--- config.mk ---
export PLATFORM = sky130hd
export DESIGN_NAME = tmds_decoder_align
export DESIGN_NICKNAME = d
export VERILOG_FILES = /design/src/rtl/tmds_decoder_align.sv
export SDC_FILE = /design/constraint.sdc
export NUM_CORES = 1
export LEC_CHECK = 0
export CAP_MARGIN = 10
export CORE_MARGIN = 1.5
export CORE_UTILIZATION = 25
export DETAILED_ROUTE_END_ITERATION = 8
export PLACE_DENSITY_LB_ADDON = 0.15
export SYNTH_ARGS = -nofsm -noshare
export SYNTH_HDL_FRONTEND = slang
export SYNTH_SLANG_ARGS = --single-unit
--- constraint.sdc ---
create_clock -name low_clk -period 4.4 [get_ports low_clk]
set_clock_uncertainty 0.15 [all_clocks]
set_input_delay 1.32 -clock low_clk [delete_from_list [all_inputs] [get_ports low_clk]]
set_output_delay 1.32 -clock low_clk [all_outputs]
set_load 0.01 [all_outputs]
--- src/rtl/tmds_decoder_align.sv ---
// tmds_decoder_align: TMDS lane decoder with token-run word alignment and bitslip control.
// Define TMDS_DEC_STATS_EN to enable the saturating lock-loss counter; otherwise lock_loss_cnt is tied to 0.
module tmds_decoder_align #(
  parameter int LOCK_CNT   = 16,
  parameter int SEARCH_WIN = 4096,
  parameter int SLIP_WAIT  = 8,
  parameter int LOSS_WIN   = 65536
) (
  input  logic       low_clk,
  input  logic       s_rst,
  input  logic [9:0] sym_in,
  output logic       bitslip,
  output logic [3:0] slip_cnt,
  output logic       locked,
  output logic [7:0] d_out,
  output logic       c0_out,
  output logic       c1_out,
  output logic       de_out,
  output logic [7:0] lock_loss_cnt
);
  localparam int TBIG = LOSS_WIN > SEARCH_WIN ? LOSS_WIN : SEARCH_WIN;
  localparam int TMAX = TBIG > SLIP_WAIT ? TBIG : SLIP_WAIT;
  localparam int TW   = $clog2(TMAX);
  localparam int RW   = $clog2(LOCK_CNT + 1);
  typedef enum logic [1:0] {SEARCH, SLIP, WAIT, LOCKED} state_t;
  state_t state, state_nxt;
  logic [TW-1:0] timer, timer_nxt;
  logic [RW-1:0] run, run_nxt;
  logic [9:0] q;
  logic [7:0] t, d;
  logic [1:0] tok;
  logic is_ctl, run_hit, lk_nxt, show;
  assign is_ctl = q == 10'b1101010100 || q == 10'b0010101011 ||
                  q == 10'b0101010100 || q == 10'b1010101011;
  assign tok = q == 10'b1101010100 ? 2'b00 :
               q == 10'b0010101011 ? 2'b01 :
               q == 10'b0101010100 ? 2'b10 : 2'b11;
  assign t = q[9] ? ~q[7:0] : q[7:0];
  assign d = {t[7:1] ^ t[6:0] ^ {7{~q[8]}}, t[0]};
  // run counter is frozen at zero while a slip settles so stale tokens cannot lock
  assign run_nxt = (state == SLIP || state == WAIT || !is_ctl) ? '0 :
                   run == RW'(LOCK_CNT) ? run : run + 1'b1;
  assign run_hit = is_ctl && run == RW'(LOCK_CNT - 1);
  assign lk_nxt  = state_nxt == LOCKED;
  assign show    = lk_nxt && !is_ctl;
  always_comb begin
    state_nxt = state;
    timer_nxt = timer + 1'b1;
    case (state)
      SEARCH: begin
        if (run_hit) begin
          state_nxt = LOCKED;
          timer_nxt = '0;
        end else if (timer == TW'(SEARCH_WIN - 1)) begin
          state_nxt = SLIP;
          timer_nxt = '0;
        end
      end
      SLIP: begin
        state_nxt = WAIT;
        timer_nxt = '0;
      end
      WAIT: begin
        if (timer == TW'(SLIP_WAIT - 1)) begin
          state_nxt = SEARCH;
          timer_nxt = '0;
        end
      end
      LOCKED: begin
        if (run_hit) timer_nxt = '0;
        else if (timer == TW'(LOSS_WIN - 1)) begin
          state_nxt = SEARCH;
          timer_nxt = '0;
        end
      end
    endcase
  end
  always_ff @(posedge low_clk or posedge s_rst) begin
    if (s_rst) begin
      state    <= SEARCH;
      timer    <= '0;
      run      <= '0;
      q        <= '0;
      bitslip  <= 1'b0;
      slip_cnt <= '0;
      locked   <= 1'b0;
      d_out    <= '0;
      de_out   <= 1'b0;
      c0_out   <= 1'b0;
      c1_out   <= 1'b0;
    end else begin
      state   <= state_nxt;
      timer   <= timer_nxt;
      run     <= run_nxt;
      q       <= sym_in;
      bitslip <= state == SLIP;
      if (state == SLIP) slip_cnt <= slip_cnt == 4'd9 ? 4'd0 : slip_cnt + 4'd1;
      locked  <= lk_nxt;
      de_out  <= show;
      d_out   <= show ? d : 8'h00;
      if (is_ctl) {c1_out, c0_out} <= tok;
    end
  end
`ifdef TMDS_DEC_STATS_EN
  always_ff @(posedge low_clk or posedge s_rst) begin
    if (s_rst) lock_loss_cnt <= '0;
    else if (state == LOCKED && state_nxt == SEARCH && lock_loss_cnt != 8'hFF)
      lock_loss_cnt <= lock_loss_cnt + 8'd1;
  end
`else
  assign lock_loss_cnt = '0;
`endif
endmodule

==> impl_metrics.toml <==
[cts]
cts_tree = "done"
cts_hold_buffers = 0
cts_max_level = 2
clk_latency_ps = 300
post_cts_resized = 0
postCtsSetupBuffers = 0
cts_made_buffers = 5
clkTransAtPathRegs_ps = 100
root_buffer = "clkbuf_8"
clockBufferDepth = 2
clock-sinks = 50

[route]
antenna_left = 0
viasPerCell = 4.388
dr_wl_met3_um = 140
routed.top_layer = "met4"
dr.first_iter.drc_count = 60
finalWirelength_um = 4932
vias = 1755
dr.pass1.iters = 4
drc = 0
wl_met2_um = 2348
wl_met1_um = 2405
avgRoutedWirePerCell_um = 12.33

[power_and_ir_drop]
peakVddDrop_uv = 116.4
p_leak_uw = 0.001235
power_density_mw_per_mm2 = 271.5

[worst_setup_path]
critical-path-top-delay-family = "buffers and inverters"
path_depth = 1
reg2reg_slack_ps = 1630
critPathSlowestCell = "clkdlybuf4s50_1"
cp_num_buf_inv = 1
crit_chain = "clkdlybuf4s50_1"
cpPeakStageDelay_ps = 560
cp-start-kind = "flip-flop"
crit_end = "slip_cnt[2]"
crit_required_ps = 2930
end_kind = "output pin"
worst-setup-path-type = "flip-flop to output pin"
startpoint = "slip_cnt[2]"
crit_arrival_ps = 1310
reg2reg_depth = 5
crit_fanout = 5
r2r_start = "timer[0]"
r2r_end = "timer[8]"

[timing]
maxClockFrequency_ghz = 0.3603
worst-slew-pin-transition_ps = 741.9
hold_viol_final = 0
fin_crit_ps = 2776
relSlewSlack_pct = 50.54
timing.setup.tns_ps = 0
rsz0062_at_grt = "false"
final-setup-viol-count = 0
drv_slew = 0
fin_crit_sh_pct = 63.08
fin_ws_ps = 1624

[layout]
regArea_mm2 = 0.001251
multi_input_area_mm2 = 0.001139
layout_commonest_cell = "dfrtp_1"
layout.nets = 286
area_growth_pct = 19.52
layout_common_cells = "50 x dfrtp_1, 28 x clkdlybuf4s50_1, 21 x nor3_1"
nFillCells = 1045
drive_gt1_share_pct = 5.993
antenna_cells = 0

[floorplan]
die_x_um = 103.1
dieArea_mm2 = 0.01063
chipHeight_um = 103.1
rows = 36
initial_core_util_pct = 25.76
fp.coreArea_mm2 = 0.009729
io-pin-count = 37

[logic_synthesis]
ys.flop_type = "dfrtp_1"
yosysTopAreaCellShare_pct = 49.93
ys_top_cells_by_area = "dfrtp_1 50%, xnor2_1 7.0%, nor3_1 4.2%, ha_1 4.0%, xor2_1 3.8%"
synth_top_family_by_area = "simple AND/OR/NAND/NOR gates"
yosys.area_share.simple_pct = 22.27
ys_async_sr_fraction_pct = 100.0
synth_cell_type_count = 46
synth_fa_ha_area_share_pct = 3.994
syn_area_mm2 = 0.002506
synth_compound_area_share_pct = 6.740
synth.avg_cell_area_um2 = 10.49
synth_top_area_cell = "dfrtp_1"
seq_area_frac_synth_pct = 49.93
synth_xor_area_share_pct = 10.83
yosys_warnings = 0
synth_seq_cells = 50
muxShareOfSynthArea_pct = 0.3994
synth-edff-count = 0
synth_cells = 239

[worst_hold_path]
hold_class = "flip-flop to flip-flop"

[place]
place_ws_ps = 1561
routabilityCongestion = 0.8025
place_hpwl_um = 3472
portBuffers = 28

[run_status]
status = "finished clean"

[job]
drv_cap = 0

[global_routing]
grt_pass1_wl_um = 8238
track_usage_pct = 9.888
gr-total-overflow = 0
grt_max_degree = 51
grt_pass1_vias = 1713
antenna_found_initial = 0
power breakdown:
| group | switching [µW] | internal [µW] | total [µW] |
|---|---|---|---|
| clock | 167 | 119 | 286 |
| sequential | 9.40 | 466 | 475 |
| combinational | 24.2 | 27.8 | 52.0 |
layer usage:
layer	up-vias	track usage [%]
met5	-	0
met1	858	13.05
met4	0	3.119
met3	2	2.237
met2	27	16.14
li1	868	-
sequential cells by signal, indices dropped and copies added, names as in the netlist, 2 cells and up:
register	flops
state	2
timer	16
run	5
d_out	8
slip_cnt	4
q	10
Yosys cell counts, types with 7 or more instances:
master and number:
buf_4 8, nand4_1 7, xor2_1 11, dfrtp_1 50, inv_1 11, nand3_1 12
nor2_1 17, ha_1 8, xnor2_1 20, nand2_1 7, nor3_1 21, nor4_1 7
cell type report:
| class | instances | area share [%] |
|---|---|---|
| Sequential cell | 50 | 41.77 |
| Multi-Input combinational cell | 169 | 38.01 |
| Tap cell | 133 | 5.556 |
| Clock inverter | 3 | 0.9607 |
| Timing Repair Buffer | 29 | 10.03 |
| Inverter | 11 | 1.378 |
| Clock buffer | 5 | 2.297 |
logic make-up after synthesis:
kind of cell    count (synthesis)
simple gates                   99
flops                          50
mux                             1
buf+inv                        27
compound gates                 22
fa+ha+maj                       8
xor+xnor                       31
other cells                     1
worst min path at each step:
stage / from / to / cells after the start
3_3_place_gp: c0_out / c0_out / 1
4_1_cts: c0_out / c0_out / 1
2_1_floorplan: timer[0] / timer[0] / 1
3_5_place_dp: c0_out / c0_out / 1
5_1_grt: c0_out / c0_out / 1
6_report: c0_out / c0_out / 1
through the flow:
step	area, µm²	utilization (%)	hold WS, ps	cells	power, µW
floorplan	2532	-	315.6	246	519.8
global placement	2878	29.58	316.6	391	535.5
detailed placement	2878	29.58	318.4	391	535.4
CTS	2975	30.58	352.9	399	830.4
global route	2995	30.79	386.6	400	858.6
finish	2995	30.79	343.5	400	813.2
No activity file was read; power rests on OpenSTA's default activity.
==> RTL change, RTL diff (same settings) <==
Add an input register stage for `sym_in`; this delays it by one clock.
--- a/src/rtl/tmds_decoder_align.sv
+++ b/src/rtl/tmds_decoder_align.sv
@@ -25,2 +25,9 @@
   typedef enum logic [1:0] {SEARCH, SLIP, WAIT, LOCKED} state_t;
+
+  logic [9:0] sym_q;
+
+  always_ff @(posedge low_clk) begin
+    sym_q <= sym_in;
+  end
+
   state_t state, state_nxt;
@@ -94,3 +101,3 @@
       run     <= run_nxt;
-      q       <= sym_in;
+      q       <= sym_q;
       bitslip <= state == SLIP;
Function: changed (Yosys sat finds a counterexample within 4 cycles, from zero or initial values and one cycle with s_rst high).
==> RTL change against the original RTL <==
- maximum frequency shrank 4.7%
- design area grew 10%
- register-to-register slack lost 0.14 ns
- sequential cell count grew 10
- sequential share of layout area grew 2.2 points
- largest cell class unchanged
- worst setup slack lost 0.14 ns
- utilization grew 1.0 points
- power grew 40%
- routed wire length grew 0.16%
- first-iteration DRC count shrank 23%
- area after synthesis grew 7.1%
- non-clock buffer count is the same
==> RTL change: results (changes against the original RTL) <==
* CTS buffer count at 9 (+4)
* Slew @ Worst Pin at 0.8442 ns (+0.1023 ns)
* CP Max Fanout at 15 (+10)
* Synth unique cells at 48 (+4.3%)
* DRT iter0 DRCs at 46 (-23%)
* First-pass GRT wire length at 8597 um (+4.4%)
* HPWL Detailed at 3402 um (-2.0%)
* Fillers at 1072 (+2.6%)
* Post-Route WL at 4940 um (+0.16%)
* Via count at 1789 (+1.9%)
* Synth cell count leaders: dfrtp_1, nor3_1, xnor2_1
* Proportion of layout cells with a drive suffix above 1 at 10.92% (+4.9 points)
* GP Congestion at 0.7359 (-8.3%)
* Status: completed
* Met1 Resource Use GR at 12.13% (-0.92 points)
* Total track usage at 9.800% (-0.089 points)
* GRT met3 Usage at 3.587% (+1.3 points)
* Yosys warns at 0 (unchanged)
* Worst VDD drop at 0.1415 mV (+22%)
* Post-synth ARST share at 83.33% (-17 points)
* LEAKAGE at 1.323 nW (+7.1%)
* Sequential share of the synthesized area at 54.05% (+4.1 points)
* Clock transition at path regs at 0.08 ns (-0.02 ns)
* Largest registers: timer x16, q x10, sym_q x10
* Worst EP arrival at 2.95 ns (+1.64 ns)
* Top cells by area, synth: dfrtp_1, dfxtp_1, xnor2_1
* Layout net count at 299 (+4.5%)
* Htree depth at 3 (+1)
* GR Layer Usage met2 at 15.06% (-1.1 points)
RTL change: stage by stage:
stage	std cells	instance area, sq um	hold WS, ns	total power, mW	utilization (%)
2_1_floorplan	252	2711	0.1663	0.6157	-
3_3_place_gp	403	3074	0.1723	0.6310	29.65
3_5_place_dp	403	3074	0.1702	0.6315	29.65
4_1_cts	419	3278	0.1827	1.159	31.61
5_1_grt	420	3298	0.1840	1.191	31.81
6_report	420	3298	0.1794	1.135	31.81
RTL change: kinds of logic after synthesis:
| group | count (synthesis) | share of synthesized area [%] |
|---|---|---|
| simple gates | 92 | 19.29 |
| other cells | 1 | 0.1397 |
| flops | 60 | 54.05 |
| compound gates | 25 | 7.083 |
| mux | 1 | 0.3728 |
| xor+xnor | 31 | 10.11 |
| buf+inv | 27 | 5.219 |
| fa+ha+maj | 8 | 3.728 |
RTL change: where the power goes:
part	switching, mW	internal (mW)
clock network	0.245	0.269
logic	0.0225	0.0266
registers	0.0104	0.561
RTL change: worst paths after layout:
path	end	depth (start not counted)	slack, ns	from
max in group asynchronous	d_out[2]	3	2.42	s_rst
min in group asynchronous	q[6]	2	1.16	s_rst
hold reg to reg	q[2]	0	0.18	sym_q[2]
hold / removal	q[2]	0	0.18	sym_q[2]
setup reg to reg	timer[6]	6	1.49	timer[0]
setup / recovery	timer[6]	6	1.49	timer[0]
RTL change: worst max-delay path: stages (launching register included):
cell and delay [ns]:
dfrtp_1 0.44, ha_1 0.32, or3b_1 0.44, o41a_1 0.44, and2_4 0.19, a211oi_4 0.66, nor2_1 0.12
RTL change: area by class of cell:
type                       instances  area (sq um)  share of cell area, %
clock buffer                       9         123.9                  3.756
sequential                        60          1451                  44.01
tap                              136         170.2                  5.159
clock inverter                     7         80.08                  2.428
multi-input combinational        165          1120                  33.95
timing repair buffer              29         300.3                  9.105
inverter                          14         52.55                  1.593
RTL change: per-layer routing:
metal  vias up  share of wire [%]
li1        898                  -
met5         -                  0
met4         0                2.1
met1       848                 47
met2        33                 47
met3        10                4.5
